==> src/rtl/muldiv_pkg.sv <==
// Shared encodings for the MULT/DIV/MTHI/MTLO sequencer: op codes, FSM states
// and the unit-select flag.
package muldiv_pkg;

    localparam logic [1:0] OP_MULT = 2'b00;
    localparam logic [1:0] OP_DIV  = 2'b01;
    localparam logic [1:0] OP_MTHI = 2'b10;
    localparam logic [1:0] OP_MTLO = 2'b11;

    typedef enum logic [1:0] {
        ST_IDLE   = 2'b00,
        ST_ISSUE  = 2'b01,
        ST_WAIT   = 2'b10,
        ST_COMMIT = 2'b11
    } state_t;

    typedef enum logic {
        SEL_MULT = 1'b0,
        SEL_DIV  = 1'b1
    } sel_t;

    // MULT and DIV occupy the lower half of the op space and need a unit.
    function automatic logic is_unit_op(input logic [1:0] op);
        return (op[1] == 1'b0);
    endfunction

endpackage

==> src/rtl/muldiv_sequencer_if.sv <==
// Bundle between control unit / multiplier / divider (master) and the
// sequencer (slave).
interface muldiv_sequencer_if #(
    parameter int WIDTH = 32
) ();
    logic             op_valid;
    logic [1:0]       op_code;
    logic [WIDTH-1:0] op_a;
    logic [WIDTH-1:0] op_b;
    logic             stall;
    logic [WIDTH-1:0] hi_out;
    logic [WIDTH-1:0] lo_out;
    logic             mult_start;
    logic [WIDTH-1:0] mult_a;
    logic [WIDTH-1:0] mult_b;
    logic [WIDTH-1:0] mult_hi;
    logic [WIDTH-1:0] mult_lo;
    logic             mult_done;
    logic             div_start;
    logic [WIDTH-1:0] div_a;
    logic [WIDTH-1:0] div_b;
    logic [WIDTH-1:0] div_hi;
    logic [WIDTH-1:0] div_lo;
    logic             div_done;
    logic             timeout_err;
    logic             div_zero;

    modport slave (
        input  op_valid, op_code, op_a, op_b,
        input  mult_hi, mult_lo, mult_done, div_hi, div_lo, div_done,
        output stall, hi_out, lo_out,
        output mult_start, mult_a, mult_b, div_start, div_a, div_b,
        output timeout_err, div_zero
    );

    modport master (
        output op_valid, op_code, op_a, op_b,
        output mult_hi, mult_lo, mult_done, div_hi, div_lo, div_done,
        input  stall, hi_out, lo_out,
        input  mult_start, mult_a, mult_b, div_start, div_a, div_b,
        input  timeout_err, div_zero
    );
endinterface

==> src/rtl/muldiv_watchdog.sv <==
// Saturating cycle counter with synchronous clear; terminal flags when the
// count has reached TIMEOUT_CYCLES.
module muldiv_watchdog #(
    parameter int TIMEOUT_CYCLES = 40
) (
    input  logic clock,
    input  logic reset_n,
    input  logic i_clear,
    input  logic i_enable,
    output logic o_terminal
);
    localparam int CW = $clog2(TIMEOUT_CYCLES + 1);
    localparam logic [CW-1:0] LIMIT = CW'(TIMEOUT_CYCLES);

    logic [CW-1:0] r_count_r;

    // Count while enabled, hold at the limit, clear on request.
    always_ff @(posedge clock or negedge reset_n) begin
        if (!reset_n) begin
            r_count_r <= {CW{1'b0}};
        end else if (i_clear) begin
            r_count_r <= {CW{1'b0}};
        end else if (i_enable && (r_count_r != LIMIT)) begin
            r_count_r <= r_count_r + {{(CW-1){1'b0}}, 1'b1};
        end else begin
            r_count_r <= r_count_r;
        end
    end

    assign o_terminal = (r_count_r == LIMIT);

endmodule

==> src/rtl/muldiv_sequencer.sv <==
// Sequences the iterative multiplier/divider and owns architectural HI/LO.
// Optional feature macro: DIVZERO_CHECK_EN (reject DIV by zero without starting the divider).
module muldiv_sequencer
    import muldiv_pkg::*;
#(
    parameter int WIDTH          = 32,
    parameter int TIMEOUT_CYCLES = 40
) (
    input  logic               clock,
    input  logic               reset_n,
    muldiv_sequencer_if.slave  bus
);
    state_t           r_state_r;
    sel_t             r_sel_r;
    logic [WIDTH-1:0] r_hi_r;
    logic [WIDTH-1:0] r_lo_r;
    logic [WIDTH-1:0] r_mult_a_r;
    logic [WIDTH-1:0] r_mult_b_r;
    logic [WIDTH-1:0] r_div_a_r;
    logic [WIDTH-1:0] r_div_b_r;
    logic             r_mult_start_r;
    logic             r_div_start_r;
    logic             r_timeout_err_r;
    logic             r_div_zero_r;

    logic w_div_by_zero_s;
    logic w_sel_done_s;
    logic w_wd_terminal_s;
    logic w_idle_s;

`ifdef DIVZERO_CHECK_EN
    assign w_div_by_zero_s = bus.op_valid && (bus.op_code == OP_DIV) && (bus.op_b == {WIDTH{1'b0}});
`else
    assign w_div_by_zero_s = 1'b0;
`endif

    assign w_idle_s     = (r_state_r == ST_IDLE);
    assign w_sel_done_s = (r_sel_r == SEL_MULT) ? bus.mult_done : bus.div_done;

    muldiv_watchdog #(
        .TIMEOUT_CYCLES (TIMEOUT_CYCLES)
    ) u_watchdog (
        .clock      (clock),
        .reset_n    (reset_n),
        .i_clear    (r_state_r == ST_ISSUE),
        .i_enable   (r_state_r == ST_WAIT),
        .o_terminal (w_wd_terminal_s)
    );

    // Sequencer FSM with operand latches, start pulses and HI/LO.
    always_ff @(posedge clock or negedge reset_n) begin
        if (!reset_n) begin
            r_state_r       <= ST_IDLE;
            r_sel_r         <= SEL_MULT;
            r_hi_r          <= {WIDTH{1'b0}};
            r_lo_r          <= {WIDTH{1'b0}};
            r_mult_a_r      <= {WIDTH{1'b0}};
            r_mult_b_r      <= {WIDTH{1'b0}};
            r_div_a_r       <= {WIDTH{1'b0}};
            r_div_b_r       <= {WIDTH{1'b0}};
            r_mult_start_r  <= 1'b0;
            r_div_start_r   <= 1'b0;
            r_timeout_err_r <= 1'b0;
            r_div_zero_r    <= 1'b0;
        end else begin
            r_mult_start_r  <= 1'b0;
            r_div_start_r   <= 1'b0;
            r_timeout_err_r <= 1'b0;
            r_div_zero_r    <= 1'b0;
            case (r_state_r)
                ST_IDLE: begin
                    if (bus.op_valid) begin
                        case (bus.op_code)
                            OP_MULT: begin
                                r_mult_a_r     <= bus.op_a;
                                r_mult_b_r     <= bus.op_b;
                                r_sel_r        <= SEL_MULT;
                                r_mult_start_r <= 1'b1;
                                r_state_r      <= ST_ISSUE;
                            end
                            OP_DIV: begin
                                if (w_div_by_zero_s) begin
                                    r_div_zero_r <= 1'b1;
                                end else begin
                                    r_div_a_r     <= bus.op_a;
                                    r_div_b_r     <= bus.op_b;
                                    r_sel_r       <= SEL_DIV;
                                    r_div_start_r <= 1'b1;
                                    r_state_r     <= ST_ISSUE;
                                end
                            end
                            OP_MTHI: r_hi_r <= bus.op_a;
                            OP_MTLO: r_lo_r <= bus.op_a;
                            default: r_state_r <= ST_IDLE;
                        endcase
                    end else begin
                        r_state_r <= ST_IDLE;
                    end
                end
                // Done is stale during ISSUE, so it is not looked at here.
                ST_ISSUE: r_state_r <= ST_WAIT;
                ST_WAIT: begin
                    if (w_sel_done_s) begin
                        r_state_r <= ST_COMMIT;
                    end else if (w_wd_terminal_s) begin
                        r_timeout_err_r <= 1'b1;
                        r_state_r       <= ST_IDLE;
                    end else begin
                        r_state_r <= ST_WAIT;
                    end
                end
                ST_COMMIT: begin
                    if (r_sel_r == SEL_MULT) begin
                        r_hi_r <= bus.mult_hi;
                        r_lo_r <= bus.mult_lo;
                    end else begin
                        r_hi_r <= bus.div_hi;
                        r_lo_r <= bus.div_lo;
                    end
                    r_state_r <= ST_IDLE;
                end
                default: r_state_r <= ST_IDLE;
            endcase
        end
    end

    // The CPU must see the stall in the same cycle it presents a unit op.
    assign bus.stall = !w_idle_s ||
                       (bus.op_valid && is_unit_op(bus.op_code) && !w_div_by_zero_s);

    assign bus.hi_out      = r_hi_r;
    assign bus.lo_out      = r_lo_r;
    assign bus.mult_start  = r_mult_start_r;
    assign bus.mult_a      = r_mult_a_r;
    assign bus.mult_b      = r_mult_b_r;
    assign bus.div_start   = r_div_start_r;
    assign bus.div_a       = r_div_a_r;
    assign bus.div_b       = r_div_b_r;
    assign bus.timeout_err = r_timeout_err_r;
    assign bus.div_zero    = r_div_zero_r;

endmodule

==> src/flat_wrapper.sv <==
// flat-port wrapper written by rule: the top's interface ports become plain ports
module muldiv_sequencer_flat import muldiv_pkg::*;
#(
    parameter int WIDTH          = 32,
    parameter int TIMEOUT_CYCLES = 40
)
  (clock, reset_n, bus_op_valid, bus_op_code, bus_op_a, bus_op_b, bus_mult_hi, bus_mult_lo, bus_mult_done, bus_div_hi, bus_div_lo, bus_div_done, bus_stall, bus_hi_out, bus_lo_out, bus_mult_start, bus_mult_a, bus_mult_b, bus_div_start, bus_div_a, bus_div_b, bus_timeout_err, bus_div_zero);
  muldiv_sequencer_if #(.WIDTH(WIDTH)) bus_i ();
  input  logic clock;
  input  logic reset_n;
  input wire logic [$bits(bus_i.op_valid)-1:0] bus_op_valid;
  input wire logic [$bits(bus_i.op_code)-1:0] bus_op_code;
  input wire logic [$bits(bus_i.op_a)-1:0] bus_op_a;
  input wire logic [$bits(bus_i.op_b)-1:0] bus_op_b;
  input wire logic [$bits(bus_i.mult_hi)-1:0] bus_mult_hi;
  input wire logic [$bits(bus_i.mult_lo)-1:0] bus_mult_lo;
  input wire logic [$bits(bus_i.mult_done)-1:0] bus_mult_done;
  input wire logic [$bits(bus_i.div_hi)-1:0] bus_div_hi;
  input wire logic [$bits(bus_i.div_lo)-1:0] bus_div_lo;
  input wire logic [$bits(bus_i.div_done)-1:0] bus_div_done;
  output wire logic [$bits(bus_i.stall)-1:0] bus_stall;
  output wire logic [$bits(bus_i.hi_out)-1:0] bus_hi_out;
  output wire logic [$bits(bus_i.lo_out)-1:0] bus_lo_out;
  output wire logic [$bits(bus_i.mult_start)-1:0] bus_mult_start;
  output wire logic [$bits(bus_i.mult_a)-1:0] bus_mult_a;
  output wire logic [$bits(bus_i.mult_b)-1:0] bus_mult_b;
  output wire logic [$bits(bus_i.div_start)-1:0] bus_div_start;
  output wire logic [$bits(bus_i.div_a)-1:0] bus_div_a;
  output wire logic [$bits(bus_i.div_b)-1:0] bus_div_b;
  output wire logic [$bits(bus_i.timeout_err)-1:0] bus_timeout_err;
  output wire logic [$bits(bus_i.div_zero)-1:0] bus_div_zero;
  assign bus_i.op_valid = bus_op_valid;
  assign bus_i.op_code = bus_op_code;
  assign bus_i.op_a = bus_op_a;
  assign bus_i.op_b = bus_op_b;
  assign bus_i.mult_hi = bus_mult_hi;
  assign bus_i.mult_lo = bus_mult_lo;
  assign bus_i.mult_done = bus_mult_done;
  assign bus_i.div_hi = bus_div_hi;
  assign bus_i.div_lo = bus_div_lo;
  assign bus_i.div_done = bus_div_done;
  assign bus_stall = bus_i.stall;
  assign bus_hi_out = bus_i.hi_out;
  assign bus_lo_out = bus_i.lo_out;
  assign bus_mult_start = bus_i.mult_start;
  assign bus_mult_a = bus_i.mult_a;
  assign bus_mult_b = bus_i.mult_b;
  assign bus_div_start = bus_i.div_start;
  assign bus_div_a = bus_i.div_a;
  assign bus_div_b = bus_i.div_b;
  assign bus_timeout_err = bus_i.timeout_err;
  assign bus_div_zero = bus_i.div_zero;
  muldiv_sequencer #(.WIDTH(WIDTH), .TIMEOUT_CYCLES(TIMEOUT_CYCLES)) u_core (.clock(clock), .reset_n(reset_n), .bus(bus_i));
endmodule
==> config.mk <==
export PLATFORM = sky130hd
export DESIGN_NAME = muldiv_sequencer_flat
export DESIGN_NICKNAME = d
export VERILOG_FILES = /design/src/rtl/muldiv_pkg.sv /design/src/rtl/muldiv_sequencer_if.sv /design/src/rtl/muldiv_watchdog.sv /design/src/rtl/muldiv_sequencer.sv /design/src/flat_wrapper.sv
export SDC_FILE = /design/constraint.sdc
export NUM_CORES = 1
export LEC_CHECK = 0
export CORE_AREA = 2 2 156 158
export CTS_CLUSTER_DIAMETER = 30
export CTS_CLUSTER_SIZE = 14
export DETAILED_ROUTE_END_ITERATION = 6
export DIE_AREA = 0 0 158 160
export DONT_BUFFER_PORTS = 1
export GPL_TIMING_DRIVEN = 0
export HOLD_SLACK_MARGIN = 0.08
export PLACE_DENSITY = 0.58
export SLEW_MARGIN = 20
export SYNTH_ARGS = -nofsm -noshare
export SYNTH_HDL_FRONTEND = slang
export SYNTH_SLANG_ARGS = --single-unit
==> constraint.sdc <==
create_clock -name clock -period 2.9 [get_ports clock]
set_clock_uncertainty 0.05 [all_clocks]
set_input_delay 0.29 -clock clock [delete_from_list [all_inputs] [get_ports clock]]
set_output_delay 0.29 -clock clock [all_outputs]
set_load 0.01 [all_outputs]
==> impl_results.md, run 1 <==
* Maximum VDD drop at 0.000586 V
* CTS tree: yes
* Most frequent cells after synthesis: 204 x dfrtp_1, 129 x mux2_2, 67 x nor2_1
* Hold Fails Final Rpt at 204
* FF+latch count, synth at 204
* Yosys top cell area share at 0.585
* Die area at 25300 µm²
* Sequential Power Share at 0.407
* Congestion Overflow GR at 0
* Pwr dens at 1220 nW/µm²
* Post-synth EDFFs at 0
* Setup_tns at 0 ps
* Worst Path Required at 3220 ps
* IO Count at 396
* Clk pwr share at 0.331
* DRT iter0 DRCs at 508
* Die Y at 160 µm
* Worst-path clk slew at 50 ps
* Layout area overhead at 39.6%
* Worst Slack Setup Final at 215 ps
* Relative slew slack at 0.376
* Total power at 14.9 mW
* Vias in the first global route at 7039
* DRC at 0
* Max Fclk at 373 MHz
* Clock Latency Late Sink at 500 ps
* Post-CTS Setup Inserts at 0
* Number of buffers created by CTS at 41
* Overall Global Routing Usage at 0.220
* Synth top area cells: dfrtp_1 59%, mux2_2 17%, a221o_1 7.5%, mux2i_1 7.5%, nor2_1 2.9%
* CTS H-tree lvls at 2
* Worst Path Arrival at 3010 ps
* Violated checks: hold timing
* Row count at 57
* Mapped Nets at 837
* Clock sinks at 204
* Die W at 158 µm
* Period minus WS final at 2680 ps
* Reg2Reg Launch Point: u_core.r_state_r[1]$_DFFE_PN0P_
* Yosys cell types at 36
* Multi-input logic area at 3360 µm²
* Clock buffer depth at 3
* Seq. cell area at 5100 µm²
* Critical path type: flop to flop
* Logic pwr share at 0.262
* Yosys warning count at 0
* WL final at 28700 µm
* Static leakage power at 5.38 nW
* Initial Util at 0.366
* Max-cap violation count at 0
* Psw at 4.99 mW
* Nets at 1039
* Clk root buf: clkbuf_16
* Area after DPL at 9130 µm²
* WL per Instance at 24.1 µm
* Syn Area/Cell at 13.7 µm²
* Final Max Slew Viols at 0
* Switching Fraction at 0.335
* Worst R2R End: u_core.bus.hi_out[22]$_DFFE_PN0P_
* Max FO, Critical Path at 10
* Global-route wire length before repair at 42400 µm
* Hold slack at -556 ps
* Input/output buffers at 0
* Final setup viols at 0
* Design area at 12200 µm²
* Post-Syn Instances at 636
* RD Place Congestion at 0.915
* Pre-antenna DRT Iters at 5
* R2R depth at 6
* CTS Hold Bufs at 159
* Hold Crit Class: primary input to async pin
* DRT antenna net count at 0
* Critical path endpoint category: flop
* Status: finished with violations
* Antenna cells at 0
* Vias/cell at 5.47
* Util after Layout at 0.511
* Largest net degree at the start of global routing at 205
* Dominant cell type by area after synthesis: dfrtp_1
* Number of fill cells at 2042
* Vias at 6520
* Internal power at 9.89 mW
* Tcrit/Tclk final at 0.926
* Hpwl dp at 19300 µm
* Core area at 23800 µm²
* Crit start category: flop
* Layout cells sized above 1 at 0.272
* Register area share after synthesis at 0.585
* Worst-margin pin slew at 936 ps
* Antenna violations before repair at 0
* Top_reg_cell synth: dfrtp_1
* Cell Area, Synth at 8720 µm²
* Reg2Reg Setup Slack at 220 ps
* Asr flop ratio synth at 1.00
* Unrepaired setup endpoints after global routing: no
* Place WS at 749 ps
* Top-count cell post-synth: dfrtp_1
[cells by family after synthesis]
logic type | after synthesis | share of synthesized area
buffers and inverters | 53 | 0.0300
flip-flops | 204 | 0.585
AND/OR/NAND/NOR | 104 | 0.0552
adder cells (fa/ha/maj) | 2 | 0.00287
multiplexers | 194 | 0.241
other | 1 | 0.000430
AO/OA/AOI/OAI | 78 | 0.0852
[cells in the final DEF, fill, tap and decap left out, types with 2 or more instances in the layout]
cell           instances
clkinvlp_4             5
nand3_1                3
mux2_2               129
bufinv_16              7
buf_2                 29
a221o_1               65
a21oi_1                2
ha_1                   2
buf_4                  7
nand4_1                3
dlygate4sd3_1        159
clkinv_2               6
nand2b_1               2
and3_1                 3
nor2b_1                2
dfrtp_1              204
and2_1                 3
o311ai_0               2
nand2_1               10
o31ai_1                3
nor2_1                67
o21ai_0                3
inv_1                  6
mux2i_1               65
nor3_1                 2
buf_1                  2
clkbuf_1              14
clkbuf_8               5
clkbuf_16             43
[area by class of cell]
type	instances	share of cell area
Inverter	6	0.00185
Clock buffer	53	0.0955
Tap cell	324	0.0333
Multi-Input combinational cell	379	0.276
Clock inverter	20	0.0242
Sequential cell	204	0.419
Timing Repair Buffer	159	0.131
Buffer	47	0.0196
[metrics by stage]
step                instances  hold slack, ps
floorplan                 636           -55.6
CTS                      1192            -582
finish                   1192            -556
detailed placement        960           -53.0
global placement          960           -51.6
global route             1192            -586
[power by group through the flow]
stage	sequential (mW)	combinational [mW]	clock (mW)
2_1_floorplan	5.57	2.52	0
3_3_place_gp	6.03	3.03	0
3_5_place_dp	6.07	3.18	0
4_1_cts	6.04	3.84	4.97
5_1_grt	6.18	4.19	5.15
6_report	6.05	3.89	4.93
[state kept, by name (all words and copies together) (netlist names)]
| name | flops |
|---|---|
| u_core.bus.lo_out | 32 |
| u_core.r_sel_r | 1 |
| u_core.bus.div_start | 1 |
| u_core.bus.mult_start | 1 |
| u_core.bus.mult_b | 32 |
| u_core.u_watchdog.r_count_r | 6 |
| u_core.bus.mult_a | 32 |
| u_core.bus.div_b | 32 |
| u_core.bus.timeout_err | 1 |
| u_core.r_state_r | 2 |
| u_core.bus.div_a | 32 |
| u_core.bus.hi_out | 32 |
[critical path, cell delays in order, from the launching register on]
cell,delay (ps)
dfrtp_1,350
buf_2,170
nand2_1,410
buf_1,590
nor2_1,120
a221o_1,290
dlygate4sd3_1,560
[routing by layer]
metal | wire [µm] | vias up | GRT usage
met2 | 14800 | 338 | 0.381
met5 | 0 | - | 0
met1 | 11000 | 3353 | 0.265
met3 | 2120 | 65 | 0.0510
li1 | - | 2764 | -
met4 | 810 | 0 | 0.0803
[worst max path at each step]
stage / from / endpoint / slack [ps] / cells past startpoint
floorplan: u_core.r_state_r[1]$_DFFE_PN0P_ / u_core.bus.mult_a[13]$_DFFE_PN0P_ / 1250 / 6
global placement: u_core.r_sel_r$_DFFE_PN0P_ / u_core.bus.hi_out[26]$_DFFE_PN0P_ / 800 / 6
detailed placement: u_core.r_state_r[1]$_DFFE_PN0P_ / u_core.bus.lo_out[0]$_DFFE_PN0P_ / 750 / 5
CTS: u_core.r_state_r[1]$_DFFE_PN0P_ / u_core.bus.hi_out[22]$_DFFE_PN0P_ / 220 / 6
global route: u_core.r_sel_r$_DFFE_PN0P_ / u_core.bus.hi_out[23]$_DFFE_PN0P_ / 40 / 7
finish: u_core.r_state_r[1]$_DFFE_PN0P_ / u_core.bus.hi_out[22]$_DFFE_PN0P_ / 220 / 6
[repair_timing]
item | CTS | global route
endpoints found under the setup margin | 0 | 1
endpoints found under the hold margin | 399 | 204
gates resized for setup | 0 | 1
(Power assumes the default switching activity.)
==> inputs of run 2 (changes only) <==
--- a/config.mk
+++ b/config.mk
@@ -14,6 +14,7 @@
 export GPL_TIMING_DRIVEN = 0
 export HOLD_SLACK_MARGIN = 0.08
 export PLACE_DENSITY = 0.58
+export REMOVE_ABC_BUFFERS = 1
 export SLEW_MARGIN = 20
 export SYNTH_ARGS = -nofsm -noshare
 export SYNTH_HDL_FRONTEND = slang
==> impl_results.md, run 2 (synthesis results as in run 1) <==
* Status: finished with violations (unchanged)
* Violated checks: hold timing (unchanged)
* Worst Path Arrival at 3170 ps (was 3010 ps)
* RD Place Congestion at 0.789 (was 0.915)
* Psw at 5.02 mW (was 4.99 mW)
* # resized after CTS at 0 (unchanged)
* Internal power at 10.6 mW (was 9.89 mW)
* Static leakage power at 5.51 nW (was 5.38 nW)
* IO Count at 396 (unchanged)
* Core area at 23800 µm² (unchanged)
* Clock Latency Late Sink at 510 ps (was 500 ps)
* Maximum VDD drop at 0.000663 V (was 0.000586 V)
* Unrepaired setup endpoints after global routing: no (unchanged)
* Post-CTS Setup Inserts at 0 (unchanged)
* Layout area overhead at 44.7% (was 39.6%)
* Pre-antenna DRT Iters at 4 (was 5)
* Worst-margin pin slew at 771 ps (was 936 ps)
* Clk root buf: clkbuf_16 (unchanged)
* Vias at 6466 (was 6520)
* Hold slack at -570 ps (was -556 ps)
* DRT antenna net count at 0 (unchanged)
* Max Fclk at 358 MHz (was 373 MHz)
* Global-route wire length before repair at 40500 µm (was 42400 µm)
* Antenna violations before repair at 0 (unchanged)
* Relative slew slack at 0.486 (was 0.376)
* Initial Util at 0.366 (unchanged)
* Worst R2R End: u_core.bus.lo_out[7]$_DFFE_PN0P_ (was u_core.bus.hi_out[22]$_DFFE_PN0P_)
* Critical path type: flop to flop (unchanged)
* Inst Count DP at 920 (was 960)
* Util after Layout at 0.530 (was 0.511)
* R2R depth at 5 (was 6)
* Reg2Reg Launch Point: u_core.r_state_r[1]$_DFFE_PN0P_ (unchanged)
* Non-Filler Instances at 1180 (was 1192)
* Final setup viols at 0 (unchanged)
* Clock sinks at 204 (unchanged)
* Crit start category: flop (unchanged)
* Sequential Power Share at 0.396 (was 0.407)
* Crit path to: u_core.bus.lo_out[7]$_DFFE_PN0P_ (was u_core.bus.hi_out[22]$_DFFE_PN0P_)
* DRT iter0 DRCs at 608 (was 508)
* Crit path launch: u_core.r_state_r[1]$_DFFE_PN0P_ (unchanged)
* Vias/cell at 5.48 (was 5.47)
* Hold Crit Class: primary input to async pin (unchanged)
* Final Max Slew Viols at 0 (unchanged)
* CTS Hold Bufs at 178 (was 159)
* Switching Fraction at 0.322 (was 0.335)
* Input/output buffers at 0 (unchanged)
* Tcrit/Tclk final at 0.962 (was 0.926)
* Commonest non-fill, non-tap cells in the layout: 203 x dfrtp_1, 178 x dlygate4sd3_1, 129 x mux2_2 (was 204 x dfrtp_1, 159 x dlygate4sd3_1, 129 x mux2_2)
* Clk pwr share at 0.364 (was 0.331)
* Worst-path clk slew at 50 ps (about the same)
* CTS tree: yes (unchanged)
* Setup_tns at 0 ps (unchanged)
* WL final at 26800 µm (was 28700 µm)
* Max-cap violation count at 0 (unchanged)
* Nets at 1021 (was 1039)
* Row count at 57 (unchanged)
* Hpwl dp at 16100 µm (was 19300 µm)
* Number of buffers created by CTS at 44 (was 41)
* Total power at 15.6 mW (was 14.9 mW)
* Vias in the first global route at 7201 (was 7039)
* Pwr dens at 1240 nW/µm² (was 1220 nW/µm²)
* Critical path endpoint category: flop (unchanged)
* Clock buffer depth at 3 (unchanged)
* Congestion Overflow GR at 0 (unchanged)
* Largest net degree at the start of global routing at 205 (unchanged)
* Overall Global Routing Usage at 0.205 (was 0.220)
* WL per Instance at 22.7 µm (was 24.1 µm)
* Most common cell after layout, fill and taps aside: dfrtp_1 (unchanged)
* CTS H-tree lvls at 2 (unchanged)
* Antenna cells at 0 (unchanged)
* Period minus WS final at 2790 ps (was 2680 ps)
* Max FO, Critical Path at 21 (was 10)
* Logic pwr share at 0.239 (was 0.262)
* Die area at 25300 µm² (unchanged)
* Layout cells sized above 1 at 0.264 (was 0.272)
* Hold Fails Final Rpt at 204 (unchanged)
* Die Y at 160 µm (unchanged)
* Reg2Reg Setup Slack at 110 ps (was 220 ps)
* DRC at 0 (unchanged)
* Die W at 158 µm (unchanged)
* Worst Path Required at 3280 ps (was 3220 ps)
run 2: final cells by class:
cell class	count	area, µm²
clock inverters	28	480
clock buffers	54	1230
inverters	6	22.5
well taps	324	405
multi-input cells	379	3410
flip-flops and latches	204	5110
fillers	1938	11200
repair buffers	185	1970
run 2: how the worst min path moves through the flow:
stage,startpoint,endpoint,slack (ps),cells past startpoint
6_report,reset_n,u_core.bus.lo_out[5]$_DFFE_PN0P_,-570,0
5_1_grt,reset_n,u_core.bus.hi_out[20]$_DFFE_PN0P_,-610,0
4_1_cts,reset_n,u_core.r_sel_r$_DFFE_PN0P_,-600,0
3_5_place_dp,reset_n,u_core.bus.div_a[15]$_DFFE_PN0P_,-50,0
3_3_place_gp,reset_n,u_core.bus.div_a[20]$_DFFE_PN0P_,-50,0
2_1_floorplan,reset_n,u_core.bus.div_a[0]$_DFFE_PN0P_,-60,0
run 2: per-layer routing:
layer  track usage  routed length (µm)
met1         0.215                9310
met2         0.364               13900
met3        0.0754                2710
met4        0.0942                 859
met5             0                   0
run 2: per-stage QoR:
step / setup WS (ps) / instance area, µm²
5_1_grt: 7.94 / 12600
6_report: 110 / 12600
3_5_place_dp: 466 / 9130
4_1_cts: 164 / 12600
2_1_floorplan: -287 / 8480
3_3_place_gp: -1830 / 8890
run 2: power by group through the flow:
stage               clock, mW  combinational (mW)  sequential (mW)
detailed placement          0                2.97             6.17
CTS                      5.78                3.64             6.16
floorplan                   0                2.29             5.77
global route             5.94                4.03             6.35
global placement            0                2.70             6.25
finish                   5.69                3.74             6.19
run 2: worst max-delay path, cell delays in order, from the launching register on:
cell and delay (ps):
dfrtp_1 620, nor4bb_4 570, and2_2 510, buf_16 230, a221o_1 170, dlygate4sd3_1 550
